==> config.mk <==
export PLATFORM = sky130hd
export DESIGN_NAME = usart_rx_param
export DESIGN_NICKNAME = d
export VERILOG_FILES = /design/src/rtl/usart_rx_param.sv
export SDC_FILE = /design/constraint.sdc
export NUM_CORES = 1
export LEC_CHECK = 0
export ABC_AREA = 1
export CAP_MARGIN = 10
export CELL_PAD_IN_SITES_DETAIL_PLACEMENT = 0
export CELL_PAD_IN_SITES_GLOBAL_PLACEMENT = 1
export CORE_MARGIN = 1
export CORE_UTILIZATION = 49
export DETAILED_ROUTE_END_ITERATION = 8
export GPL_ROUTABILITY_DRIVEN = 0
export HOLD_SLACK_MARGIN = 0.02
export PLACE_DENSITY = 0.88
export RECOVER_POWER = 100
export SLEW_MARGIN = 15
export SYNTH_ARGS = -nofsm -noshare
export SYNTH_HDL_FRONTEND = slang
export SYNTH_SLANG_ARGS = --single-unit
==> constraint.sdc <==
create_clock -name clk -period 4.4 [get_ports clk]
set_input_delay 0.88 -clock clk [delete_from_list [all_inputs] [get_ports clk]]
set_output_delay 0.88 -clock clk [all_outputs]
set_load 0.1 [all_outputs]
==> src/rtl/usart_rx_param.sv <==
// Parameterised UART receiver: 2-flop synchroniser, 3-sample majority voting,
// optional parity, 1/2 stop bits, break detection and a show-ahead receive FIFO.
module usart_rx_param #(
    parameter int unsigned CLK_FREQ   = 100000000,
    parameter int unsigned BAUD_RATE  = 115200,
    parameter int unsigned DATA_BIT   = 8,
    parameter int unsigned PARITY     = 0,
    parameter int unsigned STOP_BIT   = 1,
    parameter int unsigned FIFO_DEPTH = 4
) (
    input  logic                clk,
    input  logic                reset,
    input  logic                rx,
    output logic [DATA_BIT-1:0] rx_data,
    output logic                rx_perr,
    output logic                rx_ferr,
    output logic                rx_valid,
    input  logic                rx_ready,
    output logic                overrun,
    output logic                break_det,
    output logic                busy
);

    localparam int unsigned BIT_CLKS = CLK_FREQ / BAUD_RATE;
    localparam int unsigned HALF     = BIT_CLKS / 2;
    localparam int unsigned CNT_W    = $clog2(BIT_CLKS) + 1;
    localparam int unsigned BI_W     = $clog2(DATA_BIT);
    localparam int unsigned AW       = $clog2(FIFO_DEPTH);
    localparam int unsigned CW       = AW + 1;
    localparam int unsigned WORD_W   = DATA_BIT + 2;

    localparam logic [CNT_W-1:0] CNT_S0  = CNT_W'(HALF - 1);
    localparam logic [CNT_W-1:0] CNT_S1  = CNT_W'(HALF);
    localparam logic [CNT_W-1:0] CNT_S2  = CNT_W'(HALF + 1);
    localparam logic [CNT_W-1:0] CNT_END = CNT_W'(BIT_CLKS - 1);
    localparam logic [BI_W-1:0]  BI_LAST = BI_W'(DATA_BIT - 1);

    typedef enum logic [2:0] {
        S_IDLE,
        S_START,
        S_DATA,
        S_PARITY,
        S_STOP,
        S_WAIT_IDLE
    } state_t;

    // synchroniser and edge-detect history
    logic sync1_q, sync1_d, sync2_q, sync2_d, prev_q, prev_d;
    logic rx_s;

    // receive FSM state
    state_t              state_q, state_d;
    logic [CNT_W-1:0]    cnt_q, cnt_d;
    logic [BI_W-1:0]     bit_idx_q, bit_idx_d;
    logic [DATA_BIT-1:0] shift_q, shift_d;
    logic [1:0]          samp_q, samp_d;
    logic                perr_q, perr_d;
    logic                ferr_q, ferr_d;
    logic                par_q, par_d;
    logic                stop_idx_q, stop_idx_d;
    logic                maj_c, commit_c, brk_c;
    logic [WORD_W-1:0]   word_c;

    // FIFO state
    logic [WORD_W-1:0] mem_q [FIFO_DEPTH];
    logic [WORD_W-1:0] mem_d [FIFO_DEPTH];
    logic [AW-1:0]     wr_ptr_q, wr_ptr_d, rd_ptr_q, rd_ptr_d;
    logic [CW-1:0]     count_q, count_d;
    logic              overrun_q, overrun_d, break_q, break_d;
    logic              pop_c, push_c, full_c;
    logic [WORD_W-1:0] head_c;

    assign rx_s  = sync2_q;
    assign maj_c = (samp_q[0] & samp_q[1]) | (samp_q[0] & rx_s) | (samp_q[1] & rx_s);

    // synchroniser chain next values
    always_comb begin
        sync1_d = rx;
        sync2_d = sync1_q;
        prev_d  = sync2_q;
    end

    // synchroniser flops idle high so reset never looks like a start edge
    always_ff @(posedge clk or negedge reset) begin
        if (!reset) begin
            sync1_q <= 1'b1;
            sync2_q <= 1'b1;
            prev_q  <= 1'b1;
        end else begin
            sync1_q <= sync1_d;
            sync2_q <= sync2_d;
            prev_q  <= prev_d;
        end
    end

    // receive FSM next-state, sampling and commit decode
    always_comb begin
        state_d    = state_q;
        cnt_d      = cnt_q;
        bit_idx_d  = bit_idx_q;
        shift_d    = shift_q;
        samp_d     = samp_q;
        perr_d     = perr_q;
        ferr_d     = ferr_q;
        par_d      = par_q;
        stop_idx_d = stop_idx_q;
        commit_c   = 1'b0;
        brk_c      = 1'b0;
        word_c     = {shift_q, perr_q, ferr_q | ~maj_c};

        if (cnt_q == CNT_S0) samp_d[0] = rx_s;
        if (cnt_q == CNT_S1) samp_d[1] = rx_s;

        case (state_q)
            S_IDLE: begin
                cnt_d = '0;
                if (prev_q && !rx_s) begin
                    state_d    = S_START;
                    bit_idx_d  = '0;
                    stop_idx_d = 1'b0;
                    shift_d    = '0;
                    perr_d     = 1'b0;
                    ferr_d     = 1'b0;
                    par_d      = 1'b0;
                end
            end
            S_START: begin
                cnt_d = cnt_q + CNT_W'(1);
                if (cnt_q == CNT_S2 && maj_c) begin
                    state_d = S_IDLE;
                    cnt_d   = '0;
                end else if (cnt_q == CNT_END) begin
                    state_d = S_DATA;
                    cnt_d   = '0;
                end
            end
            S_DATA: begin
                cnt_d = cnt_q + CNT_W'(1);
                if (cnt_q == CNT_S2) shift_d = {maj_c, shift_q[DATA_BIT-1:1]};
                if (cnt_q == CNT_END) begin
                    cnt_d = '0;
                    if (bit_idx_q == BI_LAST) begin
                        state_d = (PARITY != 0) ? S_PARITY : S_STOP;
                    end else begin
                        bit_idx_d = bit_idx_q + BI_W'(1);
                    end
                end
            end
            S_PARITY: begin
                cnt_d = cnt_q + CNT_W'(1);
                if (cnt_q == CNT_S2) begin
                    par_d  = maj_c;
                    perr_d = (PARITY == 1) ? ~(^shift_q ^ maj_c) : (^shift_q ^ maj_c);
                end
                if (cnt_q == CNT_END) begin
                    state_d = S_STOP;
                    cnt_d   = '0;
                end
            end
            S_STOP: begin
                cnt_d = cnt_q + CNT_W'(1);
                if (cnt_q == CNT_S2) begin
                    ferr_d = ferr_q | ~maj_c;
                    if (!stop_idx_q && !maj_c && shift_q == '0 && !par_q) begin
                        commit_c = 1'b1;
                        brk_c    = 1'b1;
                        state_d  = S_WAIT_IDLE;
                        cnt_d    = '0;
                    end else if (stop_idx_q == 1'(STOP_BIT - 1)) begin
                        commit_c = 1'b1;
                        state_d  = S_IDLE;
                        cnt_d    = '0;
                    end
                end else if (cnt_q == CNT_END) begin
                    stop_idx_d = 1'b1;
                    cnt_d      = '0;
                end
            end
            S_WAIT_IDLE: begin
                if (!rx_s) begin
                    cnt_d = '0;
                end else if (cnt_q == CNT_END) begin
                    state_d = S_IDLE;
                    cnt_d   = '0;
                end else begin
                    cnt_d = cnt_q + CNT_W'(1);
                end
            end
            default: begin
                state_d = S_IDLE;
                cnt_d   = '0;
            end
        endcase
    end

    // receive FSM registers
    always_ff @(posedge clk or negedge reset) begin
        if (!reset) begin
            state_q    <= S_IDLE;
            cnt_q      <= '0;
            bit_idx_q  <= '0;
            shift_q    <= '0;
            samp_q     <= '0;
            perr_q     <= 1'b0;
            ferr_q     <= 1'b0;
            par_q      <= 1'b0;
            stop_idx_q <= 1'b0;
        end else begin
            state_q    <= state_d;
            cnt_q      <= cnt_d;
            bit_idx_q  <= bit_idx_d;
            shift_q    <= shift_d;
            samp_q     <= samp_d;
            perr_q     <= perr_d;
            ferr_q     <= ferr_d;
            par_q      <= par_d;
            stop_idx_q <= stop_idx_d;
        end
    end

    // FIFO push/pop; a full FIFO still accepts a word when the head leaves the same cycle
    always_comb begin
        pop_c     = (count_q != '0) && rx_ready;
        full_c    = (count_q == CW'(FIFO_DEPTH));
        push_c    = commit_c && (!full_c || pop_c);
        mem_d     = mem_q;
        if (push_c) mem_d[wr_ptr_q] = word_c;
        wr_ptr_d  = wr_ptr_q + AW'(push_c);
        rd_ptr_d  = rd_ptr_q + AW'(pop_c);
        count_d   = count_q + CW'(push_c) - CW'(pop_c);
        overrun_d = commit_c && full_c && !pop_c;
        break_d   = brk_c;
    end

    // FIFO storage, pointers and event pulses
    always_ff @(posedge clk or negedge reset) begin
        if (!reset) begin
            for (int i = 0; i < int'(FIFO_DEPTH); i++) mem_q[i] <= '0;
            wr_ptr_q  <= '0;
            rd_ptr_q  <= '0;
            count_q   <= '0;
            overrun_q <= 1'b0;
            break_q   <= 1'b0;
        end else begin
            mem_q     <= mem_d;
            wr_ptr_q  <= wr_ptr_d;
            rd_ptr_q  <= rd_ptr_d;
            count_q   <= count_d;
            overrun_q <= overrun_d;
            break_q   <= break_d;
        end
    end

    assign head_c    = mem_q[rd_ptr_q];
    assign rx_data   = head_c[WORD_W-1:2];
    assign rx_perr   = head_c[1];
    assign rx_ferr   = head_c[0];
    assign rx_valid  = (count_q != '0);
    assign overrun   = overrun_q;
    assign break_det = break_q;
    assign busy      = (state_q != S_IDLE);

endmodule

[After elaboration in Yosys (flattened, before gate mapping)]
Index checks and enable logic that the tools add are counted.
Storage, ports and cells
  word-level logic and storage cells: 147
  flip-flop bits (word level): 83
  output and inout port bits: 14
  bits of input ports: 4
Operators by class
  reduce and logical (&&, ||, !) cells: 32
  equality and inequality tests: 25
  muxes and demuxes: 49
  order comparisons: 3
  bitwise logic cells: 10
  add/sub/neg operators: 6
Operator list (count)
  11-bit 2-to-1 mux: 6
  11-bit case mux with 4 select lines: 1
  3-bit 2-to-1 mux: 14
  40-bit bitwise mux: 1
  11-bit by 9-bit == test with 1-bit output (second input constant): 3
  10-bit 2-to-1 mux: 3
  2-bit != test (second input constant): 12
  10-bit binary-select mux with 2-bit select: 1
  10-bit demux with 2-bit select: 1
  3-bit case mux with 6 select lines: 1
  8-bit 2-to-1 mux: 2
  8-bit case mux with 2 select lines: 1
  1-bit 2-to-1 mux: 13
  3-bit == test (second input constant): 4
  11-bit by 1-bit adder with 11-bit output (second input constant): 1
  11-bit by 10-bit == test with 1-bit output (second input constant): 1
  1-bit logical AND: 10
  3-bit AND reduction: 3
  9-bit AND reduction: 1
  8-bit logical NOT: 1
  1-bit case mux with 2 select lines: 4
  4-bit AND reduction: 2
  8-bit parity: 1
  3-bit by 2-bit == test with 1-bit output (second input constant): 2
  20 further kinds: 36

[Longest topological paths before layout]
Gate-level depths: netlist of run 1.
  depth in word-level cells: 13
  depth in mapped cells: 11
  gate-level depth less buffers: 11

[Least setup slack after synthesis of run 1]
Ideal clock, no wire load.
  kind: register to output
  from: register rd_ptr_q[0]
  to: output rx_data[0]
  setup slack: 1.283 ns
  arrival: 2.237 ns
  cell stages (with the launch flop): 5
  buffers on the path: 1
  data required time: 3.520 ns
  path through: dfrtp_1 > inv_1 > clkbuf_1 > o21ai_0 > o22ai_1
On the way
  longest elaborated chain between the ends: 4
Ends and longest elaborated chain
  start: declaration: line 67  | logic [AW-1:0] wr_ptr_q, wr_ptr_d, rd_ptr_q, rd_ptr_d;
  start signal: assignment: line 247  | rd_ptr_q <= rd_ptr_d;
  2-bit NOT with 3-bit output (implied by the code): line 254  | assign head_c = mem_q[rd_ptr_q];
  10-bit binary-select mux with 2-bit select: line 254
  10-bit 2-to-1 mux (implied by the code) (2 in a row): line 254
  end: declaration: line 14  | output logic [DATA_BIT-1:0] rx_data,
No other way between the ends. The select of a mux whose other input is x is not followed.

[Worst setup path in the final report of run 1]
  from: register rd_ptr_q[0]
  to: output rx_perr
On the way
  longest elaborated chain between the ends: 4
Ends and longest elaborated chain
  2-bit NOT with 3-bit output (implied by the code): line 254
  10-bit binary-select mux with 2-bit select: line 254
  10-bit 2-to-1 mux (implied by the code) (2 in a row): line 254
  end: declaration: line 15  | output logic rx_perr,
No other way between the ends. The select of a mux whose other input is x is not followed.

==> summary.txt, run 1 <==
Timing
  • Shortest period the worst path allows: 3.52 ns
  • Final Setup Violations: 0
  • Hold Vio Cnt, Final: 0
  • Final number of max-transition violations: 0
  • Achievable frequency: 0.284 GHz
  • Worst Tran Pin Value: 1.38 ns
  • Slew Limit Headroom: 0.0771
  • Final Cycle Share: 0.801
  • Setup repair after global routing missed its margin: no
  • Setup TNS Final: 0 ns
  • Final clock skew: 0.00639 ns

Global routing
  • Overflow left after global routing: 0
  • Antenna violations before repair: 0
  • Pin count of the biggest net entering global routing: 59
  • GRT Util Overall: 0.232
  • Wire length of the first global-routing pass: roughly 18 mm
  • Vias in the first global route: 3672

Finish
  • Share of post-route cells with drive strength above 1: 0.0482
  • Diodes inserted: 0
  • Area Overhead vs Synth: 8.16%
  • Share of the core filled with cells: 0.549
  • Final net count: 615

Clock tree
  • Deepest level of the CTS H-tree: 3
  • Quantity of gates resized following cts: 0
  • Maximum buffer depth of the clock tree: 2
  • Sink Count: 83
  • Number of buffers inserted by hold repair at cts: 0
  • Total CTS buffers: 9
  • Cell at the root of the clock tree: sky130_fd_sc_hd__clkbuf_8
  • Clock tree from TritonCTS: built
  • Clock latency of the later-clocked register in the worst-skew pair: 0.35 ns
  • Clock transition at the registers of the reported paths: 0.09 ns
  • Buffers inserted by post-CTS timing repair: 0

Critical path
  • Slowest Stage Delay on Critical Path: 0.89 ns
  • CP cell instances: buf_4 -> inv_1 -> o21ai_0 -> o22ai_1 -> clkbuf_1
  • Required time at the worst-slack endpoint: about 3.5 ns
  • Slowest cell on the critical path: sky130_fd_sc_hd__clkbuf_1
  • Path type of the worst setup path: flop to primary output
  • Sort of element at the start of the critical path: flop
  • Worst EP arrival: 2.64 ns
  • CP delay by family, top: buffers and inverters
  • Nature of the critical path endpoint: primary output
  • Number of buffers and inverters on the critical path: 3
  • Max FO, Critical Path: 22

Min path
  • Type of the tightest min-delay check: flop to flop

Pwr
  • Worst vdd ir: 0.406 mV
  • Power per cell area: approximately 560 nW/um^2
  • Leakage power: 0.00247 uW

Synthesis
  • Distinct cell type count of the synthesized netlist: 32
  • Synth Warn #: 0
  • Synthesized instance count: 583
  • Number of enable-type register cells in the synthesized netlist: 0
  • Portion of synthesized cell area occupied by the leading cell type: 0.450
  • Proportion of synthesized flip-flops having asynchronous set or reset: 1.00
  • Number of nets produced by synthesis: 601
  • Most frequently used cell type in the post-synthesis netlist: sky130_fd_sc_hd__nand2_1
  • Library cell with the largest summed area after synthesis: sky130_fd_sc_hd__dfrtp_1
  • Proportion of synthesized chip area in sequential cells: 0.468
  • Total of flip-flops plus latches after synthesis: 83
  • Most used flip-flop cell after synthesis: sky130_fd_sc_hd__dfrtp_1
  • Leading cell types by total area after synthesis: sky130_fd_sc_hd__dfrtp_1 (45%), sky130_fd_sc_hd__nand2_1 (15%), sky130_fd_sc_hd__nand3_1 (9.8%)
  • Total standard cell area after synthesis: 4450 um^2
  • Average instance area after synthesis: 7.63 um^2
  • List of most frequent post-synthesis cells: sky130_fd_sc_hd__nand2_1 (175), sky130_fd_sc_hd__nand3_1 (87), sky130_fd_sc_hd__dfrtp_1 (80)

Floorplan
  • Height of the die: around 100 um
  • Die X: 97.3 um
  • Initial core utilization: 0.508
  • Core box area: 8760 um^2
  • Number of cell rows: 34
  • Die area: 9460 um^2
  • IO Pins: 18

Drt
  • DRT iter0 DRCs: 138
  • Drt first pass iters: 5
  • Per-cell routed wire length: 14.6 um
  • Final WL: 10.3 mm
  • Vias per Instance: 5.37
  • Final ANT Viol Nets: 0
  • DRC violations left: 0
  • Total number of vias: 3814

Status
  • Run status: complete, no violations

Placement
  • Count of input and output buffers: 17
  • Hpwl dp: 7.22 mm

Flow run
  • Max-cap violations: 0
==> flip-flops by register name (all words and copies together), names as in the netlist, 3 cells and up <==
| name | cells |
|---|---|
| state_q | 3 |
| cnt_q | 11 |
| mem_q | 40 |
| bit_idx_q | 3 |
| count_q | 3 |
| shift_q | 8 |
==> kinds of logic (layout without fill, tap and decap cells) <==
logic type / Yosys count / in the layout / synth area share
AND/OR/NAND/NOR: 333 / 333 / 0.325
XOR/XNOR: 8 / 8 / 0.0158
adder cells (fa/ha/maj): 14 / 14 / 0.0411
flip-flops: 83 / 83 / 0.468
buffers and inverters: 80 / 99 / 0.0706
AO/OA/AOI/OAI: 65 / 65 / 0.0799
==> power breakdown <==
part	internal, uW	switching, uW
clock network	274	310
logic	233	966
registers	819	72.5
total	1330	1350
==> layout by cell type (no fill, tap or decap), types with 2 or more instances in the layout <==
cell type / instances
sky130_fd_sc_hd__inv_1: 59
sky130_fd_sc_hd__o21ai_0: 47
sky130_fd_sc_hd__nand2_1: 178
sky130_fd_sc_hd__clkbuf_1: 11
sky130_fd_sc_hd__nor2_1: 49
sky130_fd_sc_hd__o22ai_1: 11
sky130_fd_sc_hd__clkbuf_8: 9
sky130_fd_sc_hd__nand4_1: 8
sky130_fd_sc_hd__a21oi_1: 3
sky130_fd_sc_hd__xor2_1: 3
sky130_fd_sc_hd__ha_1: 13
sky130_fd_sc_hd__nand3_1: 89
sky130_fd_sc_hd__nor3_1: 4
sky130_fd_sc_hd__dfrtp_1: 80
sky130_fd_sc_hd__dfstp_2: 2
sky130_fd_sc_hd__xnor2_1: 5
sky130_fd_sc_hd__or2_2: 2
sky130_fd_sc_hd__inv_6: 3
sky130_fd_sc_hd__buf_4: 4
sky130_fd_sc_hd__o2111ai_1: 2
sky130_fd_sc_hd__dlygate4sd3_1: 6
==> path summary, 6_finish.rpt <==
check | cells past startpoint | endpoint | from | slack [ns]
max in group asynchronous | 2 | shift_q[4] | reset | 2.08
worst min register to register | 0 | prev_d | sync1_q | 0.37
worst max register to register | 8 | mem_q[37] | cnt_q[0] | 1.56
worst min-delay path | 0 | prev_d | sync1_q | 0.37
min in group asynchronous | 1 | mem_q[0] | reset | 0.59
worst max-delay path | 5 | rx_perr | rd_ptr_q[0] | 0.88
==> per-layer routing <==
layer	share of wire	global-route usage	wire [um]
met1	0.46	0.309	4740
met2	0.49	0.386	5080
met3	0.035	0.0288	364
met4	0.015	0.0939	157
met5	0	0	0
==> cell type report <==
| type | instances | area (um^2) |
|---|---|---|
| Fill cell | 854 | 3950 |
| Tap cell | 108 | 135 |
| Sequential cell | 83 | 2080 |
| Inverter | 62 | 234 |
| Multi-Input combinational cell | 420 | 2020 |
| Timing Repair Buffer | 21 | 131 |
| Clock buffer | 9 | 124 |
| Clock inverter | 7 | 83.8 |
==> through the flow <==
stage          hold slack [ns]  total power, uW  instance area (um^2)  cells  setup slack (ns)
2_1_floorplan            0.345             1910                  4450    583              1.28
3_3_place_gp             0.347             2160                  4680    694              1.55
3_5_place_dp             0.349             2170                  4680    694              1.52
4_1_cts                  0.363             2750                  4880    710              1.28
5_1_grt                  0.376             2840                  4810    710             0.742
6_report                 0.366             2670                  4810    710             0.875
Note: power is estimated with default switching activity, not from simulation.
==> run 2: changes to the inputs <==
- CORE_UTILIZATION: 49 -> 45
- PLACE_DENSITY: 0.88 -> 0.82
- clock period: 4.4 -> 3.53 ns (I/O delays scaled with it)
==> run 2 against run 1 <==
Largest cell class unchanged; non-clock buffer count increased by 1; die area increased by 8.7%; via count increased by 1.3%; critical endpoint is now rx_data[2]; critical path type unchanged; the run now ends with max-capacitance violations, max-slew violations left.
==> summary.txt, run 2 (same netlist as run 1, synthesis figures left out) <==
Global routing
  • Pin count of the biggest net entering global routing: 84 (was 59)
  • GRT Util Overall: 0.236 (was 0.232)
  • Overflow left after global routing: 0 (unchanged)
  • Wire length of the first global-routing pass: 18.6 mm (was 17.5 mm)
  • Vias in the first global route: 3722 (was 3672)
  • Antenna violations before repair: 0 (unchanged)

Timing
  • Slew Limit Headroom: -0.00610 (was 0.0771)
  • Worst Tran Pin Value: 1.51 ns (was 1.38 ns)
  • Setup repair after global routing missed its margin: no (unchanged)
  • Final number of max-transition violations: 62 (was 0)
  • Final Setup Violations: 0 (unchanged)
  • Achievable frequency: 0.321 GHz
  • Final clock skew: 0.0164 ns (was 0.00639 ns)
  • Final Cycle Share: 0.882
  • Shortest period the worst path allows: ~3.1 ns
  • Hold Vio Cnt, Final: 0 (unchanged)
  • Setup TNS Final: 0 ns (unchanged)

Placement
  • Count of input and output buffers: 17 (unchanged)
  • Post-DP Area: 4700 um^2 (was 4680 um^2)
  • Hpwl dp: 7.38 mm (was 7.22 mm)

Finish
  • Number of flip-flops under the largest register name: 40 (unchanged)
  • Final Instance Area: 4820 um^2 (was 4810 um^2)
  • Register with the most flip-flops: mem_q (unchanged)
  • Largest registers ranked by flip-flop count: mem_q x40, cnt_q x11, shift_q x8 (unchanged)
  • Top library cells by usage in the layout, fill and taps aside: sky130_fd_sc_hd__nand2_1 (178), sky130_fd_sc_hd__nand3_1 (88), sky130_fd_sc_hd__dfrtp_1 (80) (was sky130_fd_sc_hd__nand2_1 (178), sky130_fd_sc_hd__nand3_1 (89), sky130_fd_sc_hd__dfrtp_1 (80))
  • Most frequent standard cell in the layout excluding fill and tap cells: sky130_fd_sc_hd__nand2_1 (unchanged)
  • Area Overhead vs Synth: 8.44% (was 8.16%)
  • Final net count: 616 (was 615)
  • Share of post-route cells with drive strength above 1: 0.0597 (was 0.0482)
  • Diodes inserted: 0 (unchanged)

Floorplan
  • Height of the die: 101 um (was 97.3 um)
  • IO Pins: 18 (unchanged)
  • Die area: 10300 um^2 (was 9460 um^2)
  • Initial core utilization: 0.472 (was 0.508)
  • Core box area: 9420 um^2 (was 8760 um^2)
  • Die X: 101 um (was 97.3 um)
  • Number of cell rows: 35 (was 34)

Clock tree
  • Clock latency of the later-clocked register in the worst-skew pair: 0.37 ns (was 0.35 ns)
  • Sink Count: 83 (unchanged)
  • Cell at the root of the clock tree: sky130_fd_sc_hd__clkbuf_8 (unchanged)
  • Total CTS buffers: 9 (unchanged)
  • Buffers inserted by post-CTS timing repair: 0 (unchanged)
  • Number of buffers inserted by hold repair at cts: 0 (unchanged)
  • Clock tree from TritonCTS: built (unchanged)
  • Maximum buffer depth of the clock tree: 2 (unchanged)
  • Deepest level of the CTS H-tree: 3 (unchanged)
  • Quantity of gates resized following cts: 0 (unchanged)
  • Clock transition at the registers of the reported paths: 0.09 ns (about the same)

Status
  • Failing checks: max-capacitance violations, max-slew violations
  • Run status: finished with violations (was complete, no violations)

Pwr
  • Leakage power: 0.00248 uW (was 0.00247 uW)
  • Worst vdd ir: 0.500 mV (was 0.406 mV)
  • PnR Total Power: 3310 uW (was 2670 uW)
  • Power per cell area: 686 nW/um^2 (was 556 nW/um^2)

Critical path
  • Nature of the critical path endpoint: primary output (unchanged)
  • Required time at the worst-slack endpoint: 2.82 ns (was 3.52 ns)
  • Sort of element at the start of the critical path: flop (unchanged)
  • Max FO, Critical Path: 12 (was 22)
  • Path type of the worst setup path: flop to primary output (unchanged)
  • Worst EP arrival: 2.41 ns (was 2.64 ns)

Drt
  • Final WL: 10.8 mm (was 10.3 mm)
  • DRC violations left: 0 (unchanged)
  • DRT iter0 DRCs: 175 (was 138)
  • Final ANT Viol Nets: 0 (unchanged)
  • Vias per Instance: 5.28 (was 5.37)
  • Total number of vias: 3863 (was 3814)
  • Drt first pass iters: 4 (was 5)
  • Per-cell routed wire length: 14.8 um (was 14.6 um)

Min path
  • Type of the tightest min-delay check: flop to flop (unchanged)

Flow run
  • Max-cap violations: 1 (was 0)
run 2: cell count changes in the layout (fill, tap and decap cells not counted), sizes merged:
cell | previous run | this run
bufinv | 1 | 0
dlygate4sd3 | 6 | 4
buf | 4 | 7
inv | 64 | 65
run 2: worst paths after layout:
path,startpoint,end,slack [ns],cells after the start
max reg2reg,cnt_q[0],count_q[2],0.58,11
min,sync1_q,prev_d,0.37,0
max in group asynchronous,reset,cnt_q[4],0.82,2
min in group asynchronous,reset,mem_q[9],0.60,1
max,rd_ptr_q[1],rx_data[2],0.42,4
min reg2reg,sync1_q,prev_d,0.37,0
run 2: per-layer routing:
| layer | up-vias | GRT usage | wire, um |
|---|---|---|---|
| met2 | 75 | 0.422 | 5370 |
| met4 | 0 | 0.0557 | 153 |
| met3 | 14 | 0.0338 | 371 |
| met5 | - | 0 | 0 |
| met1 | 1848 | 0.302 | 4930 |
| li1 | 1926 | - | - |
run 2: per-stage QoR:
step	setup WS (ns)	hold WS [ns]	cells	util
floorplan	0.587	0.345	583	-
global placement	0.854	0.346	715	0.499
detailed placement	0.747	0.348	715	0.499
CTS	0.799	0.362	731	0.518
global route	0.357	0.380	732	0.512
finish	0.418	0.367	732	0.512
run 2: power breakdown:
group	leakage (uW)	internal [uW]	switching, uW
registers	0.00113	1020	96.1
clock network	0.0000929	270	393
logic	0.00126	308	1220
run 2: area by class of cell:
type	count	area, um^2
well taps	129	161
clock buffers	9	124
clock inverters	7	58.8
flip-flops and latches	83	2080
inverters	62	234
fillers	962	4590
repair buffers	22	138
multi-input cells	420	2030
run 2: worst max-delay path, cell delays in order, from the launching register on:
cell and delay (ns):
sky130_fd_sc_hd__dfrtp_1 0.56, sky130_fd_sc_hd__inv_1 0.32, sky130_fd_sc_hd__o21ai_0 0.15, sky130_fd_sc_hd__o22ai_1 0.14, sky130_fd_sc_hd__clkbuf_1 0.88
